File: config.mk
export PLATFORM = sky130hd
export DESIGN_NAME = rv32i_trace_buf
export DESIGN_NICKNAME = d
export VERILOG_FILES = /design/src/rtl/rv32i_trace_buf.sv
export SDC_FILE = /design/constraint.sdc
export NUM_CORES = 1
export LEC_CHECK = 0
export ABC_AREA = 1
export BUFFER_PORTS_ARGS = -buffer_cell sky130_fd_sc_hd__buf_2
export CORE_MARGIN = 4
export CORE_UTILIZATION = 45
export CTS_CLUSTER_DIAMETER = 40
export DETAILED_ROUTE_END_ITERATION = 12
export MAX_ROUTING_LAYER = met4
export PLACE_DENSITY = 0.73
export SLEW_MARGIN = 10
export SYNTH_ARGS = -nofsm -noshare
export SYNTH_HDL_FRONTEND = slang
export SYNTH_SLANG_ARGS = --single-unit
File: constraint.sdc
create_clock -name clk -period 9.6 [get_ports clk]
set_input_delay 0.96 -clock clk [delete_from_list [all_inputs] [get_ports clk]]
set_output_delay 0.96 -clock clk [all_outputs]
set_load 0.005 [all_outputs]
File: src/rtl/rv32i_trace_buf.sv
// rv32i_trace_buf: commit-trace capture buffer for the RV32I core.
//
// Taps the writeback stage and records one entry {pc, rd, we, wdata} per
// retired instruction into a DEPTH-entry circular buffer. Two capture modes:
//   mode 0 (fill-stop)  : record until the buffer is full, then freeze.
//   mode 1 (PC-trigger) : record circularly (oldest entry overwritten) until
//                         a commit at trig_pc, then POST_TRIG more, then freeze.
// Once frozen (DONE) the buffer is drained oldest-first over a valid/ready
// stream; accepting the last entry returns the block to IDLE.
//
// Ports:
//   clk, rst          clock (rising edge), asynchronous active-low reset
//   mode, arm, clear  capture mode (sampled on arm), start pulse, abort pulse
//   trig_pc           trigger PC (sampled on arm)
//   commit_*          retirement tap: valid, pc, rd, we, wdata
//   rd_valid/ready    readout handshake, rd_data = {pc, rd, we, wdata}
//   count             entries currently held
//   state             00 IDLE, 01 PRE, 10 POST, 11 DONE
//   wrapped           an entry was overwritten during this capture
//   triggered         the trigger fired during this capture
module rv32i_trace_buf #(
  parameter int DEPTH     = 16,
  parameter int PC_W      = 32,
  parameter int DATA_W    = 32,
  parameter int RA_W      = 5,
  parameter int POST_TRIG = 8
) (
  input  logic                             clk,
  input  logic                             rst,
  input  logic                             mode,
  input  logic                             arm,
  input  logic                             clear,
  input  logic [PC_W-1:0]                  trig_pc,
  input  logic                             commit_valid,
  input  logic [PC_W-1:0]                  commit_pc,
  input  logic [RA_W-1:0]                  commit_rd,
  input  logic                             commit_we,
  input  logic [DATA_W-1:0]                commit_wdata,
  output logic                             rd_valid,
  input  logic                             rd_ready,
  output logic [PC_W+RA_W+1+DATA_W-1:0]    rd_data,
  output logic [$clog2(DEPTH):0]           count,
  output logic [1:0]                       state,
  output logic                             wrapped,
  output logic                             triggered
);

  localparam int ENTRY_W = PC_W + RA_W + 1 + DATA_W;
  localparam int PTR_W   = $clog2(DEPTH);

  localparam logic [PTR_W:0] CNT_FULL  = (PTR_W+1)'(DEPTH);
  localparam logic [PTR_W:0] CNT_LAST  = (PTR_W+1)'(DEPTH - 1);
  localparam logic [PTR_W:0] POST_LAST = (PTR_W+1)'(POST_TRIG);

  typedef enum logic [1:0] {
    IDLE = 2'b00,
    PRE  = 2'b01,
    POST = 2'b10,
    DONE = 2'b11
  } state_t;

  state_t             state_q, state_d;
  logic               mode_q;
  logic [PC_W-1:0]    trig_pc_q;
  logic [PTR_W-1:0]   wr_ptr, rd_ptr;
  logic [PTR_W:0]     post_cnt;
  logic [ENTRY_W-1:0] mem [DEPTH];

  logic rec;        // record the current commit
  logic overwrite;  // recording into a full buffer drops the oldest entry
  logic trig_hit;   // this commit fires the trigger
  logic pop;        // consumer accepts the head entry
  logic start;      // arm accepted in IDLE

  always_comb begin
    start     = !clear && arm && (state_q == IDLE);
    rec       = !clear && commit_valid && ((state_q == PRE) || (state_q == POST));
    overwrite = rec && (count == CNT_FULL);
    trig_hit  = rec && (state_q == PRE) && mode_q && !triggered &&
                (commit_pc == trig_pc_q);
    rd_valid  = (state_q == DONE) && (count != '0);
    pop       = !clear && rd_valid && rd_ready;
    rd_data   = mem[rd_ptr];
    state     = state_q;
  end

  // Next-state logic; clear overrides everything.
  always_comb begin
    state_d = state_q;
    if (clear) begin
      state_d = IDLE;
    end else begin
      case (state_q)
        IDLE: if (arm) state_d = PRE;
        PRE: begin
          if (rec) begin
            if (!mode_q) begin
              if (count == CNT_LAST) state_d = DONE;
            end else if (trig_hit) begin
              state_d = (POST_TRIG == 0) ? DONE : POST;
            end
          end
        end
        POST: if (rec && ((post_cnt + 1'b1) == POST_LAST)) state_d = DONE;
        DONE: if (pop && (count == (PTR_W+1)'(1))) state_d = IDLE;
        default: state_d = IDLE;
      endcase
    end
  end

  always_ff @(posedge clk or negedge rst) begin
    if (!rst) begin
      state_q   <= IDLE;
      mode_q    <= 1'b0;
      trig_pc_q <= '0;
      wr_ptr    <= '0;
      rd_ptr    <= '0;
      count     <= '0;
      post_cnt  <= '0;
      wrapped   <= 1'b0;
      triggered <= 1'b0;
    end else begin
      state_q <= state_d;
      if (clear || start) begin
        wr_ptr    <= '0;
        rd_ptr    <= '0;
        count     <= '0;
        post_cnt  <= '0;
        wrapped   <= 1'b0;
        triggered <= 1'b0;
        if (start) begin
          mode_q    <= mode;
          trig_pc_q <= trig_pc;
        end
      end else begin
        if (rec) begin
          wr_ptr <= wr_ptr + 1'b1;
          if (overwrite) begin
            // Full circular buffer: the oldest entry is lost, count holds.
            rd_ptr  <= rd_ptr + 1'b1;
            wrapped <= 1'b1;
          end else begin
            count <= count + 1'b1;
          end
          if (trig_hit) begin
            triggered <= 1'b1;
            post_cnt  <= '0;
          end else if (state_q == POST) begin
            post_cnt <= post_cnt + 1'b1;
          end
        end
        if (pop) begin
          rd_ptr <= rd_ptr + 1'b1;
          count  <= count - 1'b1;
        end
      end
    end
  end

  // Trace storage carries no reset; stale contents are never visible
  // because rd_valid requires a non-zero count.
  always_ff @(posedge clk) begin
    if (rec) mem[wr_ptr] <= {commit_pc, commit_rd, commit_we, commit_wdata};
  end

endmodule
* After elaboration in Yosys (flattened, before gate mapping)
Memory sizes are Yosys's and may differ from the RTL's.
Cells that the tools add are included.
** Cells by class
- $add $sub $neg :: 5
- Equal/unequal tests :: 15
- Multiplexer cells :: 31
- Reduce and logical (&&, ||, !) cells :: 33
** Operators with widths (count)
- 5-bit 2-to-1 mux :: 8
- 32-bit == test :: 1
- 4-bit 2-to-1 mux :: 6
- 2-bit 2-to-1 mux :: 8
- 1-bit logical AND :: 14
- 2-bit AND reduction :: 6
- 5-bit by 1-bit adder with 5-bit output (second input constant) :: 2
- 5-bit by 4-bit == test with 1-bit output (second input constant) :: 2
- 3-bit inequality test (second input constant) :: 3
- 3-bit nonzero test :: 3
- 4-bit by 1-bit adder with 4-bit output (second input constant) :: 2
- 1-bit 2-to-1 mux :: 8
- 2-bit one-hot mux with 4 select lines :: 1
- 6-bit AND reduction :: 1
- 2-bit nonzero test :: 3
- 5-bit by 1-bit == test with 1-bit output (second input constant) :: 1
- 5-bit == test (second input constant) :: 1
- 5-bit nonzero test :: 1
- 5-bit by 1-bit subtractor with 5-bit output (second input constant) :: 1
- 2-bit == test (second input constant) :: 2
- 4-bit by 3-bit inequality test with 1-bit output (second input constant) :: 1
- 4-bit inequality test (second input constant) :: 1
- 3-bit by 1-bit inequality test with 1-bit output (second input constant) :: 1
- 3-bit by 2-bit inequality test with 1-bit output (second input constant) :: 1
- 4 further kinds :: 6
** Word-level totals
- Flip-flop bits (word level) :: 55
- Memory bits (writable) :: 1120
- Input port bits :: 109
- Output and inout bits :: 80
- Memories kept :: 1
** Memory list
- mem :: words 16, width 70, rd ports 1, clocked after memory_dff 0, write ports 1, RTL line 67 : logic [ENTRY_W-1:0] mem [DEPTH];

* Depth between registers and ports, before layout
Gate-level depths: netlist of run 1.
- Depth after elaboration :: 12
- Gate-level depth with buffers :: 13

* Worst setup path after synthesis of run 1
Ideal clock, no wire load.
- Kind :: in2reg
- Start point :: in clear
- End point :: mem mem[11][0] in the netlist's numbering (enable)
- Library setup time :: 0.499 ns
- Arrival time :: 4.340 ns
- Required time :: 9.101 ns
- Slack :: 4.761 ns
- Stages on the path :: 5
- Cells stage by stage :: inv_2 -> nand3_4 -> inv_2 -> nand2_1 -> nor2_1
** On the way
- Cells in the longest elaborated chain, start to end :: 5
** Ends and longest elaborated chain
- from (decl) :: RTL line 32 : input logic clear,
- 1-bit zero test :: RTL line 77 : rec = !clear && commit_valid && ((state_q == PRE) || (state_q == POST));
- 1-bit logical AND (2 in a row) :: RTL line 77
- 1-bit 2-to-1 mux :: RTL line 163 : if (rec) mem[wr_ptr] <= {commit_pc, commit_rd, commit_we, commit_wdata};
- 1-bit 2-to-1 mux (implied by the code) :: RTL line 163
- to (decl) :: RTL line 67
No other way between the ends.

* Worst setup path in the final report of run 1
- Start point :: reg rd_ptr[1]
- End point :: out rd_data[67]
** On the way
- Cells in the longest elaborated chain, start to end :: 1
** Ends and longest elaborated chain
- from (decl) :: RTL line 65 : logic [PTR_W-1:0] wr_ptr, rd_ptr;
- from (signal assigned) :: RTL line 140 : rd_ptr <= rd_ptr + 1'b1;
- from (signal assigned) :: RTL line 153 : rd_ptr <= rd_ptr + 1'b1;
- memory read 16 x 70 bit
- to (decl) :: RTL line 41 : output logic [PC_W+RA_W+1+DATA_W-1:0] rd_data,
No other way between the ends.

==> results by group, run 1 <==
Worst setup path
  • Slowest cell on the critical path: buf_4
  • Critical path class: reg2out
  • CP delay by family, top: buffers and inverters
  • Data arrival time of the worst path: 4630 ps
  • Cells on worst reg2reg path: 7
  • Critical path endpoint: rd_data[67]
  • Critical path data required time: about 8600 ps
  • Crit path launch type: flop
  • Reg-to-reg endpoint: mem[2][6]
  • Critical Path, Cell by Cell: inv_8 > buf_4 > o21ai_0 > o221ai_1 > o211ai_1 > nand2_1 > buf_2
  • R2R Path Start: state[0]
  • R2R setup slack: roughly 5900 ps
  • Crit path launch: rd_ptr[1]
  • Critical Path End Type: output port
  • CP max stage delay: 940 ps
  • Buf+Inv Stages, Crit Path: 3
  • Max FO, Critical Path: about 190
  • Critical Path Stages: 7

Final layout
  • Area growth syn-to-layout: 14.6%
  • Leading cell types in the layout, fill and taps excluded: edfxtp_1 (1120), nor2_1 (632), o21ai_0 (570)
  • Non-filler cells, final: between 5000 and 6000
  • Nets: approximately 3800
  • Commonest non-fill, non-tap cell in the layout: edfxtp_1
  • Fin area: 53400 sq um
  • Register area: 35000 sq um
  • Share of cells above drive strength 1: 0.131
  • Fill count: 8316
  • Multi-input logic area: 10300 sq um

Placement
  • Gpl congestion: 0.837
  • Number of I/O port buffers: approximately 190
  • Dpl hpwl: 60300 um
  • Placed Instances: ~4900
  • Placed Area: around 50000 sq um

Floorplanning
  • Core Area: ~100000 sq um
  • Die height: ~330 um
  • Die area: roughly 110000 sq um
  • Initial Util: 0.456
  • I/O pin cnt: 189
  • Die Span X: between 300 and 400 um
  • FP Rows: around 120

Min path
  • Hold Path Class: in2async

Clock network
  • Clock root cell: clkbuf_16
  • Hold_buf cts: 0
  • CTS tree: yes
  • Num CTS Buffers: about 140
  • Worst-skew pair later-pin latency: around 740 ps
  • CTS Buffer Depth: 3
  • CTS Sinks: approximately 1200
  • Post-CTS sizing: 0
  • Clock-pin slew on the worst setup and hold paths: 60 ps
  • Post-CTS Setup Bufs: 0
  • H-tree depth: 4

Timing
  • Worst slew pin tran: between 1000 and 1500 ps
  • RSZ-0062 raised after global routing: false
  • Pins Over Slew Limit: 0
  • Fin. Hold Viols: 0
  • Final setup fails: 0
  • Worst Skew: 29.4 ps
  • Setup TNS: 0 ps
  • Fmax: roughly 180 MHz
  • Final min period: 5590 ps
  • Relative slew slack: 0.189
  • Fin Hold WS: 386 ps
  • Fin crit share: 0.582

Flow run
  • Count of max-cap constraint violations: 0

Power
  • PD cells: approximately 250 nW/um^2
  • Worst vdd ir: roughly 0.0002 V
  • Pleak: around 18 nW

Global routing
  • Met3 Track Usage GR: 0.0384
  • Grt peak-use layer: met2
  • Initial antenna violation count: 9
  • Met1 Use GR: 0.294
  • GRT met2 Usage: 0.362
  • Largest net degree at the start of global routing: ~330
  • Global route overflow: 0
  • GRT Total Usage: 0.225
  • Vias in the first global route: 29300
  • Global-route wire length before repair: around 180000 um

Detailed routing
  • DRT antenna net count: 0
  • Drt pass-1 iters: 5
  • Via count: between 20000 and 30000
  • First-iteration detailed-routing DRC count: around 3400
  • Via density: 5.87
  • Drt total wl: ~120000 um
  • DRC Markers: 0
  • Routed len/inst: roughly 24 um

Yosys
  • Net count after synthesis: about 3600
  • Synth Area per Inst: 13.3 sq um
  • Post-synthesis cell count: roughly 3500
  • FF+latch count, synth: ~1200
  • Yosys cell types: 37
  • Yosys Warn Count: 0
  • Sequential share of the synthesized area: 0.752
  • Post-Syn Area: around 47000 sq um

Run status
  • Status: complete, no violations
==> through the flow <==
stage | setup slack [ps] | power, W | util
after global placement | 4950 | 0.00830 | 0.477
after detailed placement | 4940 | 0.00836 | 0.477
final | 4010 | 0.0135 | 0.522
after floorplan | 4760 | 0.00752 | -
after global routing | 3870 | 0.0141 | 0.522
after CTS | 4110 | 0.0136 | 0.522
==> worst min-delay path by stage <==
stage / startpoint / endpoint / slack [ps] / cells after the start
floorplan: post_cnt[4] / post_cnt[4] / 450 / 2
global placement: post_cnt[4] / post_cnt[4] / 470 / 2
detailed placement: post_cnt[4] / post_cnt[4] / 480 / 2
CTS: rst / trig_pc_q[28] / 380 / 2
global route: rst / trig_pc_q[20] / 430 / 2
finish: rst / trig_pc_q[20] / 390 / 2
==> routing by layer <==
layer / wire length, um / part of all wire
met1: 47800 / 0.40
met2: 58600 / 0.49
met3: 10500 / 0.087
met4: 3250 / 0.027
met5: 0 / 0
==> cell type report <==
class	instances	area share
timing repair buffer	229	0.0239
clock buffer	160	0.0681
tap	1368	0.0321
antenna	4	0.000188
inverter	90	0.00687
clock inverter	83	0.0191
multi-input combinational	1990	0.193
sequential	1175	0.656
==> sequential cells by signal (all words and copies together), names as in the netlist <==
register and flops:
mem 1120, trig_pc_q 32, count 5, post_cnt 5, rd_ptr 4, wr_ptr 4
state 2, mode_q 1, triggered 1, wrapped 1
==> power breakdown <==
| part | internal, W | switching, W |
|---|---|---|
| registers | 0.00575 | 0.000134 |
| logic | 0.000739 | 0.00165 |
| clock network | 0.00318 | 0.00208 |
==> cell usage after synthesis <==
cell type	number	area [sq um]
a211oi_1	2	15.0
a21oi_1	37	185
and2_1	1	6.26
buf_1	9	33.8
buf_2	49	245
buf_4	7	52.6
buf_6	4	45.0
clkbuf_1	170	638
dfrtp_1	55	1380
edfxtp_1	1120	33600
ha_1	17	213
inv_1	85	319
inv_2	4	15.0
inv_4	1	6.26
mux2_2	6	67.6
nand2_1	225	845
nand2_2	3	18.8
nand2b_1	1	6.26
nand3_1	109	546
nand3_2	3	30.0
nand3_4	1	17.5
nand3b_1	1	7.51
nand4_1	7	43.8
nor2_1	648	2430
nor2_2	2	12.5
nor3_1	6	30.0
nor4_1	1	6.26
o211ai_1	49	368
o21a_1	2	15.0
o21ai_0	570	2850
o21ai_1	4	20.0
o221ai_1	231	2020
o22ai_1	49	307
o31ai_1	1	7.51
or2_2	1	6.26
xnor2_1	7	61.3
xor2_1	6	52.6
==> logic make-up (layout without fill, tap and decap cells) <==
group	Yosys count	count (layout)	share of synthesized area
compound gates	945	945	0.124
flops	1175	1175	0.752
simple gates	1009	1009	0.0861
mux	6	6	0.00145
xor+xnor	13	13	0.00245
buf+inv	329	562	0.0291
fa+ha+maj	17	17	0.00457
other cells	0	4	0
(Power assumes the default switching activity.)
==> inputs of run 2 (changes only) <==
Clock period 9.6 ns to 5.7 ns, I/O delays scaled along.
==> run 2 against run 1 <==
Net effect: first-iteration DRC count rose by 3.4%; via count is 0.12% higher; non-clock buffer count rose by 7; sequential power up 69%; sequential share of layout area is 0.28 points higher; utilization decreased by 0.22 points; final cell count about the same; clock power is 56% higher; global-route usage is 0.20 points lower; critical path depth unchanged; critical path type unchanged.
==> results by group, run 2 (same netlist as run 1, synthesis figures left out) <==
Worst setup path
  • Critical path class: reg2out
  • CP max stage delay: between 800 and 900 ps
  • R2R Path Start: state[0]
  • Crit path launch: rd_ptr[0]
  • Critical path data required time: ~5100 ps
  • Data arrival time of the worst path: 3950 ps
  • Reg-to-reg endpoint: mem[9][6]
  • R2R setup slack: approximately 2400 ps
  • Critical Path End Type: output port
  • Max FO, Critical Path: 295
  • Cells on worst reg2reg path: 7
  • Crit path launch type: flop
  • Critical Path, Cell by Cell: inv_16 > buf_4 > o21ai_0 > o221ai_1 > nand3_1 > nand2_1 > buf_2
  • Slowest cell on the critical path: dfrtp_4

Floorplanning
  • Die area: between 100000 and 150000 sq um
  • Initial Util: 0.456
  • I/O pin cnt: roughly 190
  • Die Span X: approximately 330 um
  • Core Area: ~100000 sq um
  • Die height: ~330 um
  • FP Rows: 117

Final layout
  • Nets: 3750
  • Top flop regs: mem x1120, trig_pc_q x32
  • Commonest non-fill, non-tap cell in the layout: edfxtp_1
  • Register area: approximately 35000 sq um
  • Leading cell types in the layout, fill and taps excluded: edfxtp_1 (1120), nor2_1 (632), o21ai_0 (570)
  • Multi-input logic area: approximately 10000 sq um
  • Max FFs per register: approximately 1100
  • Fill count: between 8000 and 9000
  • Largest register by flop count: mem
  • Share of cells above drive strength 1: 0.127
  • Area growth syn-to-layout: 14.1%

Min path
  • Hold endpoint: trig_pc_q[19]
  • Hold Path Origin: trig_pc[19]
  • Hold Path Class: in2reg
  • Cells on Worst Hold Path: 2

Clock network
  • H-tree depth: 4
  • Clock-pin slew on the worst setup and hold paths: roughly 60 ps
  • Num CTS Buffers: 131
  • Clock root cell: clkbuf_16
  • Worst-skew pair later-pin latency: about 730 ps
  • Post-CTS sizing: 0
  • CTS Buffer Depth: 3
  • CTS tree: yes
  • CTS Sinks: ~1200

Detailed routing
  • DRC Markers: 0
  • First-iteration detailed-routing DRC count: 3511
  • Drt pass-1 iters: 6
  • Via count: around 30000
  • DRT antenna net count: 0
  • Drt total wl: 119000 um
  • Routed len/inst: ~23 um
  • Via density: a little under 6

Timing
  • Final min period: 4520 ps
  • RSZ-0062 raised after global routing: false
  • Final setup fails: 0
  • Worst Skew: approximately 37 ps
  • Worst slew pin tran: 1200 ps
  • Setup TNS: 0 ps
  • Relative slew slack: 0.199
  • Fin. Hold Viols: 0
  • Pins Over Slew Limit: 0
  • Fmax: ~220 MHz
  • Fin crit share: 0.793

Flow run
  • Count of max-cap constraint violations: 0

Power
  • Pleak: roughly 18 nW
  • PD cells: 417 nW/um^2
  • Total Power: roughly 0.022 W
  • Worst vdd ir: between 0.0002 and 0.0003 V

Global routing
  • Vias in the first global route: 29100
  • GRT Total Usage: 0.223
  • Global route overflow: 0
  • Largest net degree at the start of global routing: 296
  • Initial antenna violation count: 14
  • Global-route wire length before repair: 178000 um

Placement
  • Number of I/O port buffers: around 190
  • Gpl congestion: just over 0.8
  • Dpl hpwl: 59900 um

Run status
  • Status: complete, no violations
run 2: changes by cell type in the layout (fill, tap and decap cells not counted), sizes merged:
cell         delta
clkinvlp        +5
dlygate4sd3     +1
inv             +6
bufinv          -9
diode           +2
buf             +6
clkinv          -8
clkbuf          -5
run 2: how the worst max path moves through the flow:
stage / to / slack, ps / cells after the start
2_1_floorplan: mem[11][0] / 1090 / 6
3_3_place_gp: rd_data[8] / 2080 / 7
3_5_place_dp: rd_data[8] / 2010 / 7
4_1_cts: rd_data[8] / 1220 / 7
5_1_grt: rd_data[17] / 980 / 7
6_report: rd_data[49] / 1180 / 7
run 2: per-layer routing:
metal	wire length, um	part of all wire	global-route usage
met1	48100	0.40	0.301
met2	56700	0.48	0.348
met3	11000	0.092	0.0379
met4	3170	0.027	0.0697
met5	0	0	-
run 2: metrics by stage:
stage	util	instances	setup slack [ps]	hold WS (ps)	cell area (sq um)
4_1_cts	0.520	5091	1220	36.2	53100
3_5_place_dp	0.478	4858	2010	480	48900
6_report	0.520	5097	1180	87.0	53100
5_1_grt	0.520	5097	985	63.9	53100
2_1_floorplan	-	3494	1090	274	46600
3_3_place_gp	0.478	4858	2080	465	48900
run 2: final cells by class:
class                   instances  share of cell area
diodes                          6            0.000283
clock inverters                77              0.0154
repair buffers                236              0.0274
multi-input cells            1990               0.194
well taps                    1368              0.0322
flip-flops and latches       1175               0.659
clock buffers                 155              0.0644
inverters                      90             0.00690
run 2: critical path, delay by kind of cell, from the launching register on:
family / cells / cell delay, ps
buffers and inverters: 3 / 1370
and+or+nand+nor: 2 / 290
DFF: 1 / 850
AOI/OAI and AO/OA: 2 / 350
run 2: repair_timing:
item	in CTS	in global routing
endpoints found under the setup margin	0	0
hold endpoints to repair	16	0
setup buffers	0	0
hold buffers	1	0
run 2: power by group:
group	switching, W	internal, W	total (W)
clock network	0.00351	0.00471	0.00822
registers	0.000244	0.00967	0.00992
logic	0.00275	0.00126	0.00400
total	0.00650	0.0156	0.0221
